**src/rtl/tdm_demux4.sv**
```systemverilog
`default_nettype none
// ============================================================================
// tdm_demux4 : receive side of the 4-channel TDM link. Aligns to fsync,
// flywheels across missing syncs, and commits whole frames to ch_out.
// Optional frame parity slot: define TDM_DEMUX_PARITY_EN.       Rev 1.0
// ============================================================================
module tdm_demux4 #(
  parameter int NUM_SLOTS = 4,
  parameter int SLOT_W    = 1,
  parameter int MISS_MAX  = 3
) (
  input  logic                        clk,
  input  logic                        rst,
  input  logic                        en,
  input  logic [SLOT_W-1:0]           din,
  input  logic                        fsync,
  output logic [NUM_SLOTS*SLOT_W-1:0] ch_out,
  output logic                        frame_valid,
  output logic                        locked,
  output logic                        sync_err,
  output logic                        par_err
);

`ifdef TDM_DEMUX_PARITY_EN
  localparam int FRAME_LEN = NUM_SLOTS + 1;
`else
  localparam int FRAME_LEN = NUM_SLOTS;
`endif
  localparam int DW     = NUM_SLOTS * SLOT_W;
  localparam int CNT_W  = (FRAME_LEN > 1) ? $clog2(FRAME_LEN) : 1;
  localparam int MISS_W = $clog2(MISS_MAX + 1);

  localparam logic [CNT_W-1:0]  LAST_SLOT = CNT_W'(FRAME_LEN - 1);
  localparam logic [MISS_W-1:0] MISS_LAST = MISS_W'(MISS_MAX - 1);
  localparam logic [CNT_W-1:0]  CNT_ONE   = CNT_W'(1);
  localparam logic [MISS_W-1:0] MISS_ONE  = MISS_W'(1);

  typedef enum logic [0:0] {
    HUNT = 1'b0,
    LOCK = 1'b1
  } state_t;

  state_t            state_q;
  logic [CNT_W-1:0]  cnt_q;
  logic [MISS_W-1:0] miss_q;
  logic [DW-1:0]     shadow_q;
  logic [DW-1:0]     ch_q;
  logic [DW-1:0]     frame_d;
  logic              commit_q;
  logic              fv_q;
  logic              serr_q;

  // Shadow frame with the current sample merged in at the active slot.
  always_comb begin
    frame_d = shadow_q;
    for (int k = 0; k < NUM_SLOTS; k++) begin
      if (cnt_q == CNT_W'(k)) begin
        frame_d[k*SLOT_W +: SLOT_W] = din;
      end
    end
  end

`ifdef TDM_DEMUX_PARITY_EN
  logic perr_q;
  logic parity_ok;

  assign parity_ok = ((^shadow_q) == din[0]);
`endif

  always_ff @(posedge clk or posedge rst) begin
    if (rst) begin
      state_q  <= HUNT;
      cnt_q    <= '0;
      miss_q   <= '0;
      shadow_q <= '0;
      ch_q     <= '0;
      commit_q <= 1'b0;
      fv_q     <= 1'b0;
      serr_q   <= 1'b0;
`ifdef TDM_DEMUX_PARITY_EN
      perr_q   <= 1'b0;
`endif
    end else begin
      // frame_valid trails the commit edge by one cycle regardless of en.
      fv_q     <= commit_q;
      commit_q <= 1'b0;
      serr_q   <= 1'b0;
`ifdef TDM_DEMUX_PARITY_EN
      perr_q   <= 1'b0;
`endif
      if (en) begin
        case (state_q)
          HUNT: begin
            if (fsync) begin
              shadow_q[SLOT_W-1:0] <= din;
              cnt_q                <= CNT_ONE;
              miss_q               <= '0;
              state_q              <= LOCK;
            end
          end
          LOCK: begin
            if (fsync && (cnt_q != '0)) begin
              serr_q               <= 1'b1;
              shadow_q[SLOT_W-1:0] <= din;
              cnt_q                <= CNT_ONE;
              miss_q               <= '0;
            end else if (cnt_q == '0) begin
              if (fsync) begin
                shadow_q[SLOT_W-1:0] <= din;
                cnt_q                <= CNT_ONE;
                miss_q               <= '0;
              end else if (miss_q == MISS_LAST) begin
                state_q <= HUNT;
                cnt_q   <= '0;
                miss_q  <= '0;
              end else begin
                shadow_q[SLOT_W-1:0] <= din;
                cnt_q                <= CNT_ONE;
                miss_q               <= miss_q + MISS_ONE;
              end
            end else if (cnt_q == LAST_SLOT) begin
              cnt_q <= '0;
`ifdef TDM_DEMUX_PARITY_EN
              if (parity_ok) begin
                ch_q     <= shadow_q;
                commit_q <= 1'b1;
              end else begin
                perr_q <= 1'b1;
              end
`else
              ch_q     <= frame_d;
              commit_q <= 1'b1;
`endif
            end else begin
              shadow_q <= frame_d;
              cnt_q    <= cnt_q + CNT_ONE;
            end
          end
          default: begin
            state_q <= HUNT;
            cnt_q   <= '0;
            miss_q  <= '0;
          end
        endcase
      end
    end
  end

  assign ch_out      = ch_q;
  assign frame_valid = fv_q;
  assign locked      = (state_q == LOCK);
  assign sync_err    = serr_q;
`ifdef TDM_DEMUX_PARITY_EN
  assign par_err     = perr_q;
`else
  assign par_err     = 1'b0;
`endif

endmodule
`default_nettype wire
```
**config.mk**
```make
export PLATFORM = sky130hd
export DESIGN_NAME = tdm_demux4
export DESIGN_NICKNAME = d
export VERILOG_FILES = /design/src/rtl/tdm_demux4.sv
export SDC_FILE = /design/constraint.sdc
export NUM_CORES = 1
export LEC_CHECK = 0
export ABC_AREA = 1
export CORE_UTILIZATION = 35
export DETAILED_ROUTE_END_ITERATION = 10
export GPL_TIMING_DRIVEN = 0
export RECOVER_POWER = 25
export SLEW_MARGIN = 20
export SYNTH_ARGS = -nofsm -noshare
export SYNTH_HDL_FRONTEND = slang
export SYNTH_SLANG_ARGS = --single-unit
```
**constraint.sdc**
```tcl
create_clock -name clk -period 1.19 [get_ports clk]
set_input_delay 0.238 -clock clk [delete_from_list [all_inputs] [get_ports clk]]
set_output_delay 0.238 -clock clk [all_outputs]
set_load 0.005 [all_outputs]
```
==> impl_metrics.ini <==
[power_and_ir_drop]
power.total_uw = 2320
vdd_drop_max_v = 0.000890
p_per_area_nw_per_um2 = 2000
power.leakage_uw = 0.000570

[floorplan]
die_y_um = 50.3
start_util = 0.369
core-area_um2 = 2210
io_pins = 13
chipWidth_um = 50.3
num_rows = 17
die-area_um2 = 2530

[synth]
yosysSeqAreaShare = 0.491
synth-edff-count = 0
synth_top_area_share = 0.491
avgSynthCellArea_um2 = 8.24
synthCells = 99
synth_ff_type = dfrtp_1
synth_commonest_cells = nand2_1 (26), dfrtp_1 (16), o21ai_0 (15)
synth.distinct_cells = 16
synth.cell_area_um2 = 816
synth_area_leaders = dfrtp_1 (49%), nand2_1 (12%), ha_1 (9.2%), o21ai_0 (9.2%), inv_1 (6.4%)
synth_nets = 110
synth_largest_area_cell = dfrtp_1
synth_warnings = 0
synth-seq-cells = 16
async_flop_share = 1.00
synth_most_common_cell = nand2_1

[worst_hold_path]
hold_path_class = reg -> reg

[final_layout]
num_antenna_cells = 0
fin_nets = 133
area_delta_synth_final_pct = 42.2
drive_gt1_frac = 0.264
post-route-util = 0.524

[timing]
max-slew-margin-rel = 0.604
tightestPinTransition_ps = 593
period_share = 1.02
rsz0062_at_grt = true
setup_ws_ps = -18.9
finalCriticalPeriod_ps = 1210
skew_ps = 12.0
final_hold_viol_count = 0
finalSetupViolations = 3
fin_hold_ws_ps = 355
slew_violations = 0
max_freq_mhz = 827

[critical_path]
timing.critical_path.fanout_max = 5
cp-start-kind = register
cp.arrival_ps = 1430
critPathRequiredTime_ps = 1420
criticalPathCategory = reg -> reg
cp-end-kind = register

[clock_tree]
clk_latency_ps = 300
tritoncts = done
root_buffer = clkbuf_4
cts_sinks = 16
clk_pin_slew_ps = 100
ctsHoldBuffers = 0
cts_buffers = 3
cts.path.max_buffers = 2
htreeDepth = 1

[place]
gp_congestion = 0.830
place_ws_ps = -241
hpwl_um = 1140
portBuffers = 11

[drt]
drt_wl_total_um = 1620
wl_per_cell_um = 10.9
drt_iter0_markers = 11
post-route-drc-count = 0
postRouteAntennaNets = 0
num_vias = 694
viasPerCell = 4.66
drt_pass1_iterations = 4

[global_route]
antenna_found_initial = 0
grt_pass1_wl_um = 2880
grt_usage = 0.155
grt_overflow_total = 0
grt_pass1_vias = 660
grt_max_degree = 17

[outcome]
violations = negative setup slack
status = finished, violations left

[run]
maxCapViolations = 0
## cell families (layout without fill, tap and decap cells)
group / Yosys count / in the layout / synth area share
AOI/OAI and AO/OA: 17 / 17 / 0.104
adders and majority gates: 6 / 6 / 0.0920
buffers and inverters: 15 / 37 / 0.0736
DFF: 16 / 16 / 0.491
other: 1 / 1 / 0.00460
and+or+nand+nor: 44 / 44 / 0.235
## critical path, stage by stage, from the launching register on
cell and delay, ps:
dfrtp_2 460, inv_4 100, ha_4 160, inv_2 40, nand2_2 80, buf_6 100
nand4_1 90, o21ai_1 110
## power by group
part / internal [µW] / total [µW] / switching (µW)
Sequential: 740 / 848 / 108
Clock: 187 / 371 / 185
Combinational: 530 / 1100 / 569
Total: 1460 / 2320 / 861
## metrics by stage
stage,cell area (µm²),instances,TNS [ps]
global placement,986,138,-2350
detailed placement,986,138,-2630
CTS,1110,148,-40.5
floorplan,841,99,-8.81
global route,1160,149,-898
finish,1160,149,-33.3
## area by class of cell
class / instances / area (µm²)
repair buffers: 18 / 166
flip-flops and latches: 16 / 402
multi-input cells: 68 / 458
well taps: 28 / 35.0
plain buffers: 1 / 7.51
clock buffers: 4 / 36.3
inverters: 14 / 55.1
fillers: 227 / 1050
## layout by cell type (no fill, tap or decap)
cell,n
a21oi_1,1
buf_4,7
buf_6,1
clkbuf_4,3
clkbuf_8,1
clkdlybuf4s15_1,5
clkdlybuf4s50_1,2
conb_1,1
dfrtp_1,15
dfrtp_2,1
dlygate4sd2_1,2
dlygate4sd3_1,1
dlymetal6s2s_1,1
ha_1,2
ha_2,1
ha_4,3
inv_1,11
inv_2,2
inv_4,1
nand2_1,24
nand2_2,1
nand2_4,4
nand3_1,3
nand3_4,1
nand4_1,2
nor2_1,4
nor2_2,1
nor2_4,3
nor3_1,1
o21ai_0,3
o21ai_1,11
o21ai_2,2
## per-layer routing
| metal | vias to the layer above | track usage | part of all wire |
|---|---|---|---|
| li1 | 358 | - | - |
| met1 | 317 | 0.197 | 0.47 |
| met2 | 14 | 0.251 | 0.48 |
| met3 | 5 | 0.0273 | 0.031 |
| met4 | 0 | 0.0714 | 0.021 |
| met5 | - | 0 | 0 |
## final timing paths
path | start | to | slack, ps | depth (start not counted)
setup / recovery | cnt_q[0] | cnt_q[1] | -20 | 7
hold / removal | commit_q | frame_valid | 350 | 0
setup reg to reg | cnt_q[0] | cnt_q[1] | -20 | 7
hold reg to reg | commit_q | frame_valid | 350 | 0
max in group asynchronous | rst | cnt_q[0] | 340 | 2
min in group asynchronous | rst | shadow_q[3] | 430 | 2
## state kept, by name, indices dropped and copies added (netlist names)
name	cells
cnt_q	2
commit_q	1
sync_err	1
locked	1
frame_valid	1
ch_out	4
shadow_q	4
miss_q	2
## timing repair
action,4_1_cts,5_1_grt
resized for setup,26,15
buffers inserted,6,1
endpoints found under the setup margin,18,17
pin swaps,6,6
No activity file was read; power rests on OpenSTA's default activity.
